### src/rtl/hazard_pkg.sv
// Shared types, RV32I opcode constants and operand-usage helpers for the hazard controller.
package hazard_pkg;

    localparam int OPC_W    = 7;
    localparam int LU_CNT_W = 2;

    localparam logic [OPC_W-1:0] OP_LOAD   = 7'b0000011;
    localparam logic [OPC_W-1:0] OP_STORE  = 7'b0100011;
    localparam logic [OPC_W-1:0] OP_BRANCH = 7'b1100011;
    localparam logic [OPC_W-1:0] OP_JAL    = 7'b1101111;
    localparam logic [OPC_W-1:0] OP_JALR   = 7'b1100111;
    localparam logic [OPC_W-1:0] OP_LUI    = 7'b0110111;
    localparam logic [OPC_W-1:0] OP_AUIPC  = 7'b0010111;
    localparam logic [OPC_W-1:0] OP_IMM    = 7'b0010011;

    typedef enum logic [1:0] {
        FWD_NONE = 2'b00,
        FWD_MEM  = 2'b01,
        FWD_WB   = 2'b10
    } fwd_sel_t;

    typedef enum logic [1:0] {
        HZ_RUN,
        HZ_LU_STALL,
        HZ_MEM_WAIT,
        HZ_EX_WAIT
    } hz_state_t;

    function automatic logic uses_rs1(input logic [OPC_W-1:0] op);
        return !(op == OP_LUI || op == OP_AUIPC || op == OP_JAL);
    endfunction

    function automatic logic uses_rs2(input logic [OPC_W-1:0] op);
        return uses_rs1(op) && !(op == OP_JALR || op == OP_LOAD || op == OP_IMM);
    endfunction

    function automatic logic writes_rd(input logic [OPC_W-1:0] op);
        return !(op == OP_STORE || op == OP_BRANCH);
    endfunction

endpackage

### src/rtl/hazard_fwd_sel.sv
// Forwarding select for one E-stage operand: MEM result first, then WB, x0 never forwarded.
module hazard_fwd_sel
    import hazard_pkg::*;
#(
    parameter int REG_ADDR_W = 5
) (
    input  logic [REG_ADDR_W-1:0] src,
    input  logic                  src_used,
    input  logic [REG_ADDR_W-1:0] m_rd,
    input  logic                  m_fwd_ok,
    input  logic [REG_ADDR_W-1:0] w_rd,
    input  logic                  w_we,
    output fwd_sel_t              sel
);

    always_comb begin
        sel = FWD_NONE;
        if (src_used && src != '0) begin
            if (m_fwd_ok && m_rd == src) begin
                sel = FWD_MEM;
            end else if (w_we && w_rd == src) begin
                sel = FWD_WB;
            end
        end
    end

endmodule

### src/rtl/hazard_ctrl_param.sv
// Hazard controller for the 5-stage RV32I pipeline: forwarding, load-use/mem-wait/ex-busy stalls, redirect.
// Optional stall/flush counters are built when HAZARD_PERF_CNT_EN is defined.
module hazard_ctrl_param
    import hazard_pkg::*;
#(
    parameter int REG_ADDR_W       = 5,
    parameter int OPCODE_W         = 7,
    parameter int LOAD_USE_BUBBLES = 1,
    parameter int PERF_CNT_W       = 32
) (
    input  logic                  clk,
    input  logic                  rst_n,
    input  logic [REG_ADDR_W-1:0] d_rs1,
    input  logic [REG_ADDR_W-1:0] d_rs2,
    input  logic [OPCODE_W-1:0]   d_opcode,
    input  logic [REG_ADDR_W-1:0] e_rs1,
    input  logic [REG_ADDR_W-1:0] e_rs2,
    input  logic [REG_ADDR_W-1:0] e_rd,
    input  logic [OPCODE_W-1:0]   e_opcode,
    input  logic [REG_ADDR_W-1:0] m_rd,
    input  logic                  m_we,
    input  logic [OPCODE_W-1:0]   m_opcode,
    input  logic [REG_ADDR_W-1:0] w_rd,
    input  logic                  w_we,
    input  logic                  dmem_ready,
    input  logic                  ex_busy,
    input  logic                  branch,
    input  logic                  branch_taken,
    input  logic                  jump,
    output fwd_sel_t              fwd_a,
    output fwd_sel_t              fwd_b,
    output logic                  pc_en,
    output logic                  f_d_en,
    output logic                  d_e_en,
    output logic                  e_m_en,
    output logic                  d_e_bubble,
    output logic                  m_w_bubble,
    output logic                  pc_src,
    output logic                  flush
`ifdef HAZARD_PERF_CNT_EN
    ,
    output logic [PERF_CNT_W-1:0] stall_cycles,
    output logic [PERF_CNT_W-1:0] flush_count
`endif
);

    if (LOAD_USE_BUBBLES < 1 || LOAD_USE_BUBBLES > 3 || PERF_CNT_W < 1) begin : g_bad_param
        $error("hazard_ctrl_param: LOAD_USE_BUBBLES must be 1..3 and PERF_CNT_W >= 1");
    end

    hz_state_t           state, state_nxt;
    logic [LU_CNT_W-1:0] lu_cnt, lu_cnt_nxt;
    logic                resume_lu, resume_lu_nxt;
    logic                redir_ok;
    fwd_sel_t            fwd_a_raw, fwd_b_raw;

    logic m_fwd_ok, mem_wait_req, redirect, load_use;

    // A load result is not available in M, so only non-load writers forward from M.
    assign m_fwd_ok     = m_we && writes_rd(m_opcode) && (m_opcode != OP_LOAD);
    assign mem_wait_req = (m_opcode == OP_LOAD || m_opcode == OP_STORE) && !dmem_ready;
    assign redirect     = (branch && branch_taken) || jump;
    assign load_use     = (e_opcode == OP_LOAD) && (e_rd != '0) &&
                          ((uses_rs1(d_opcode) && d_rs1 == e_rd) ||
                           (uses_rs2(d_opcode) && d_rs2 == e_rd));

    hazard_fwd_sel #(.REG_ADDR_W(REG_ADDR_W)) u_fwd_a (
        .src      (e_rs1),
        .src_used (uses_rs1(e_opcode)),
        .m_rd     (m_rd),
        .m_fwd_ok (m_fwd_ok),
        .w_rd     (w_rd),
        .w_we     (w_we),
        .sel      (fwd_a_raw)
    );

    hazard_fwd_sel #(.REG_ADDR_W(REG_ADDR_W)) u_fwd_b (
        .src      (e_rs2),
        .src_used (uses_rs2(e_opcode)),
        .m_rd     (m_rd),
        .m_fwd_ok (m_fwd_ok),
        .w_rd     (w_rd),
        .w_we     (w_we),
        .sel      (fwd_b_raw)
    );

    always_ff @(posedge clk or negedge rst_n) begin
        if (!rst_n) begin
            state     <= HZ_RUN;
            lu_cnt    <= '0;
            resume_lu <= 1'b0;
        end else begin
            state     <= state_nxt;
            lu_cnt    <= lu_cnt_nxt;
            resume_lu <= resume_lu_nxt;
        end
    end

    always_comb begin
        state_nxt     = state;
        lu_cnt_nxt    = lu_cnt;
        resume_lu_nxt = resume_lu;
        redir_ok      = 1'b0;
        pc_en         = 1'b1;
        f_d_en        = 1'b1;
        d_e_en        = 1'b1;
        e_m_en        = 1'b1;
        d_e_bubble    = 1'b0;
        m_w_bubble    = 1'b0;
        unique case (state)
            HZ_RUN: begin
                if (mem_wait_req) begin
                    state_nxt     = HZ_MEM_WAIT;
                    resume_lu_nxt = 1'b0;
                end else if (ex_busy) begin
                    state_nxt = HZ_EX_WAIT;
                end else if (redirect) begin
                    redir_ok = 1'b1;
                end else if (load_use) begin
                    state_nxt  = HZ_LU_STALL;
                    lu_cnt_nxt = LU_CNT_W'(LOAD_USE_BUBBLES);
                end
            end
            HZ_LU_STALL: begin
                pc_en      = 1'b0;
                f_d_en     = 1'b0;
                d_e_bubble = 1'b1;
                if (mem_wait_req) begin
                    // This cycle's bubble still counts; resume with what remains.
                    state_nxt     = HZ_MEM_WAIT;
                    resume_lu_nxt = (lu_cnt != LU_CNT_W'(1));
                    lu_cnt_nxt    = lu_cnt - LU_CNT_W'(1);
                end else if (redirect) begin
                    redir_ok   = 1'b1;
                    pc_en      = 1'b1;
                    f_d_en     = 1'b1;
                    d_e_bubble = 1'b0;
                    state_nxt  = HZ_RUN;
                end else if (lu_cnt == LU_CNT_W'(1)) begin
                    state_nxt = HZ_RUN;
                end else begin
                    lu_cnt_nxt = lu_cnt - LU_CNT_W'(1);
                end
            end
            HZ_MEM_WAIT: begin
                pc_en      = 1'b0;
                f_d_en     = 1'b0;
                d_e_en     = 1'b0;
                e_m_en     = 1'b0;
                m_w_bubble = 1'b1;
                if (dmem_ready) begin
                    state_nxt = resume_lu ? HZ_LU_STALL : HZ_RUN;
                end
            end
            HZ_EX_WAIT: begin
                // E holds its instruction; the gated E output feeds a NOP into M.
                pc_en  = 1'b0;
                f_d_en = 1'b0;
                d_e_en = 1'b0;
                if (mem_wait_req) begin
                    state_nxt     = HZ_MEM_WAIT;
                    resume_lu_nxt = 1'b0;
                end else if (!ex_busy) begin
                    state_nxt = HZ_RUN;
                end
            end
            default: state_nxt = HZ_RUN;
        endcase
        if (!rst_n) begin
            redir_ok   = 1'b0;
            pc_en      = 1'b1;
            f_d_en     = 1'b1;
            d_e_en     = 1'b1;
            e_m_en     = 1'b1;
            d_e_bubble = 1'b0;
            m_w_bubble = 1'b0;
        end
    end

    assign pc_src = redir_ok;
    assign flush  = redir_ok;
    assign fwd_a  = rst_n ? fwd_a_raw : FWD_NONE;
    assign fwd_b  = rst_n ? fwd_b_raw : FWD_NONE;

`ifdef HAZARD_PERF_CNT_EN
    always_ff @(posedge clk or negedge rst_n) begin
        if (!rst_n) begin
            stall_cycles <= '0;
            flush_count  <= '0;
        end else begin
            if (!pc_en && stall_cycles != '1) begin
                stall_cycles <= stall_cycles + PERF_CNT_W'(1);
            end
            if (flush && flush_count != '1) begin
                flush_count <= flush_count + PERF_CNT_W'(1);
            end
        end
    end
`endif

endmodule
### config.mk
export PLATFORM = sky130hd
export DESIGN_NAME = hazard_ctrl_param
export DESIGN_NICKNAME = d
export VERILOG_FILES = /design/src/rtl/hazard_pkg.sv /design/src/rtl/hazard_fwd_sel.sv /design/src/rtl/hazard_ctrl_param.sv
export SDC_FILE = /design/constraint.sdc
export NUM_CORES = 1
export LEC_CHECK = 0
export CORE_AREA = 8 8 64 66
export DETAILED_ROUTE_END_ITERATION = 8
export DIE_AREA = 0 0 72 74
export GPL_TIMING_DRIVEN = 0
export PLACE_DENSITY = 0.78
export SLEW_MARGIN = 20
export SYNTH_ARGS = -nofsm -noshare
export SYNTH_HDL_FRONTEND = slang
export SYNTH_SLANG_ARGS = --single-unit
### constraint.sdc
create_clock -name clk -period 3.7 [get_ports clk]
set_clock_uncertainty 0.15 [all_clocks]
set_input_delay 1.11 -clock clk [delete_from_list [all_inputs] [get_ports clk]]
set_output_delay 1.11 -clock clk [all_outputs]
set_load 0.02 [all_outputs]
==> run summary <==
status -> complete, but fails checks
failing checks -> setup timing
maximum number of pins on one net before global-route repair -> 14
hold_buf cts -> 0
# nets final -> 293
detailed-placement wirelength estimate -> 3220 um
worst rel slew slack -> 70.8%
number of levels in the clock H-tree -> 1
number of library cell types mapped by synthesis -> 41
Critical Path End -> fwd_b[1]
share of layout cells above drive strength 1 -> 23.9%
setup repair after global routing missed its margin -> true
Max Fclk -> 0.270 GHz
synthesis-to-layout area growth -> 89.0%
reg2reg setup slack -> 1.57 ns
FF+latch count, synth -> 5
residual overflow from global routing -> 0
Setup crit end kind -> primary output
startpoint of the most critical register-to-register path -> state[1]
DR vias/cell -> 4.86
post-DR wirelength/cell -> 14.2 um
master cell of the clock root buffer -> sky130_fd_sc_hd__clkbuf_4
WP data required -> 2.44 ns
CTS tree -> done
number of DRC violations after detailed routing -> 0
total detailed-routing wirelength -> 3810 um
Die Footprint -> 5330 um^2
prevailing post-synth register cell -> sky130_fd_sc_hd__dfrtp_1
clock-pin slew on the worst setup and hold paths -> 0.04 ns
IR drop worst, VDD -> 0.116 mV
Row Count -> 21
worst setup path category -> primary input to primary output
type of the most critical hold path -> register to register
initial antenna violation count -> 0
worst hold slack across all endpoints -> 0.328 ns
maximum number of buffers from clock root to sink -> 2
syn_area_per_cell -> 7.83 um^2
Power Dens Cells -> 306 nW/um^2
Worst Slack Setup Final -> -0.00976 ns
Worst Reg-to-Reg Cells -> 7
CP startpoint -> m_opcode[5]
overall track demand over capacity in global routing -> 14.7%
DRT Pass-1 Iters -> 4
starting density of the core -> 33.3%
via count -> 1,308
Final Cycle Share -> 100%
cts bufs inserted -> 3
count of nets left with antenna violations after detail routing -> 0
share of synthesized registers carrying an async set or reset -> 100%
synthesized instance count -> 135
worst slew pin tran -> 0.439 ns
element type at the critical path start -> primary input
largest fanout of any net on the critical path -> 2
final RePlAce weighted congestion -> 0.818
part of the Yosys area used for sequential elements -> 11.8%
syn_nets -> 205
number of sinks driven by the clock tree -> 5
y dimension of the die -> 74 um
number of top-level design ports -> 77
final setup violation count -> 1
Total Neg Setup Slack -> -0.00976 ns
number of buffer cells added on primary ports -> 76
arrival time of data at the critical path endpoint -> 2.45 ns
capture instance of the worst register-to-register path -> state[1]
Post-Place Setup Slack -> -0.799 ns
Die W -> 72 um
number of hold violations in the final report -> 0
insertion delay to the later sink of the worst-skew pair -> 0.25 ns
total of max-cap violations -> 0
violation count after the first detailed-routing iteration -> 49
final count of pins violating max slew -> 0
final critical delay including setup and external delays -> 3.71 ns
Yosys warnings -> 0
Leak Pwr -> 0.844 nW
number of global-route vias before repair -> 1,459
core outline area -> 3180 um^2
global-route wire length before repair -> 6300 um
cell area after synthesis -> 1060 um^2
number of synthesized flops with an enable pin -> 0
per-layer routing:
layer | vias up | global-route usage, % | wire [um]
met5 | - | 0 | 0
met4 | 0 | 4.54 | 40
met3 | 5 | 6.33 | 345
met2 | 54 | 27.1 | 1960
met1 | 584 | 14.5 | 1460
li1 | 665 | - | -
layout make-up:
class / count / area, um^2
Timing Repair Buffer: 83 / 742
Inverter: 6 / 22.5
Antenna cell: 1 / 2.50
Sequential cell: 5 / 125
Tap cell: 46 / 57.6
Clock buffer: 4 / 26.3
Buffer: 3 / 18.8
Fill cell: 291 / 1180
Multi-Input combinational cell: 121 / 1000
power breakdown:
| part | switching, mW | internal, mW | leakage, nW |
|---|---|---|---|
| logic | 0.222 | 0.229 | 0.767 |
| clock network | 0.0248 | 0.0409 | 0.0150 |
| registers | 0.0157 | 0.0787 | 0.0614 |
registers in the layout, summed over array words and instances (netlist names):
| signal | flops |
|---|---|
| resume_lu | 1 |
| lu_cnt | 2 |
| state | 2 |
repair_timing:
item / in CTS / in global routing
resized for setup: 96 / 17
endpoints found under the setup margin: 12 / 12
buffers inserted: 6 / 1
pin swaps: 18 / 8
through the flow:
step / util [%] / cell area (um^2) / power (mW) / std cells
6_report: 62.8 / 2000 / 0.611 / 269
5_1_grt: 62.8 / 2000 / 0.666 / 268
4_1_cts: 62.8 / 2000 / 0.608 / 267
3_5_place_dp: 59.0 / 1880 / 0.538 / 257
3_3_place_gp: 59.0 / 1880 / 0.528 / 257
2_1_floorplan: - / 1060 / 0.362 / 135
cell usage after synthesis (all sizes together), types with 2 or more instances:
| cell | n | area share (%) |
|---|---|---|
| nand2 | 11 | 3.9 |
| xor2 | 12 | 9.9 |
| and3 | 2 | 1.2 |
| dfrtp | 5 | 12 |
| o22a | 2 | 1.7 |
| buf | 2 | 1.4 |
| xnor2 | 18 | 15 |
| nand3 | 10 | 5.2 |
| nor4 | 5 | 3.0 |
| inv | 6 | 2.1 |
| nor3 | 6 | 3.3 |
| nor2b | 2 | 1.2 |
| o21ai | 7 | 3.3 |
| nand4 | 2 | 1.2 |
| or4 | 3 | 2.1 |
| mux2i | 3 | 2.8 |
| ha | 5 | 5.9 |
| a21oi | 7 | 4.7 |
| mux2 | 2 | 2.8 |
| nor2 | 9 | 3.2 |
worst max-delay path, stage by stage:
cell and delay [ns]:
sky130_fd_sc_hd__clkdlybuf4s50_1 0.47, sky130_fd_sc_hd__nor2b_2 0.05, sky130_fd_sc_hd__o21ai_4 0.15, sky130_fd_sc_hd__nor4_2 0.07, sky130_fd_sc_hd__buf_4 0.14, sky130_fd_sc_hd__nor4b_4 0.27
sky130_fd_sc_hd__buf_4 0.18
logic make-up (layout without fill, tap and decap cells):
logic type,Yosys count,in the layout,synth area share [%]
AOI/OAI and AO/OA,25,25,18.6
xor gates and xnor gates,30,30,24.9
adders and majority gates,5,5,5.92
buffers and inverters,9,96,3.90
DFF,5,5,11.8
muxes,5,5,5.68
other,0,1,0
and+or+nand+nor,56,56,29.2
worst min-delay path by stage:
stage | from | end | depth (start not counted)
floorplan | resume_lu | resume_lu | 1
global placement | resume_lu | resume_lu | 1
detailed placement | resume_lu | resume_lu | 1
CTS | resume_lu | resume_lu | 1
global route | resume_lu | resume_lu | 1
finish | resume_lu | resume_lu | 1
layout by cell type (no fill, tap or decap), types with 2 or more instances in the layout:
cell and count:
sky130_fd_sc_hd__mux2_4 2, sky130_fd_sc_hd__nand2_1 10, sky130_fd_sc_hd__and3_1 2, sky130_fd_sc_hd__or4_1 2, sky130_fd_sc_hd__xnor2_1 18, sky130_fd_sc_hd__buf_4 13
sky130_fd_sc_hd__dlygate4sd2_1 21, sky130_fd_sc_hd__clkbuf_4 3, sky130_fd_sc_hd__nor3_2 2, sky130_fd_sc_hd__a21oi_1 5, sky130_fd_sc_hd__ha_1 5, sky130_fd_sc_hd__inv_1 6
sky130_fd_sc_hd__nand3_1 9, sky130_fd_sc_hd__o21ai_0 4, sky130_fd_sc_hd__clkbuf_2 7, sky130_fd_sc_hd__nor4_2 2, sky130_fd_sc_hd__clkdlybuf4s50_1 36, sky130_fd_sc_hd__xor2_1 11
sky130_fd_sc_hd__clkdlybuf4s15_2 3, sky130_fd_sc_hd__nor2_1 7, sky130_fd_sc_hd__clkbuf_1 2, sky130_fd_sc_hd__clkdlybuf4s15_1 3, sky130_fd_sc_hd__o22a_1 2, sky130_fd_sc_hd__nand4_1 2
sky130_fd_sc_hd__nor4_1 2, sky130_fd_sc_hd__dfrtp_1 5, sky130_fd_sc_hd__mux2i_1 3, sky130_fd_sc_hd__nor3_1 3
(Power assumes the default switching activity.)
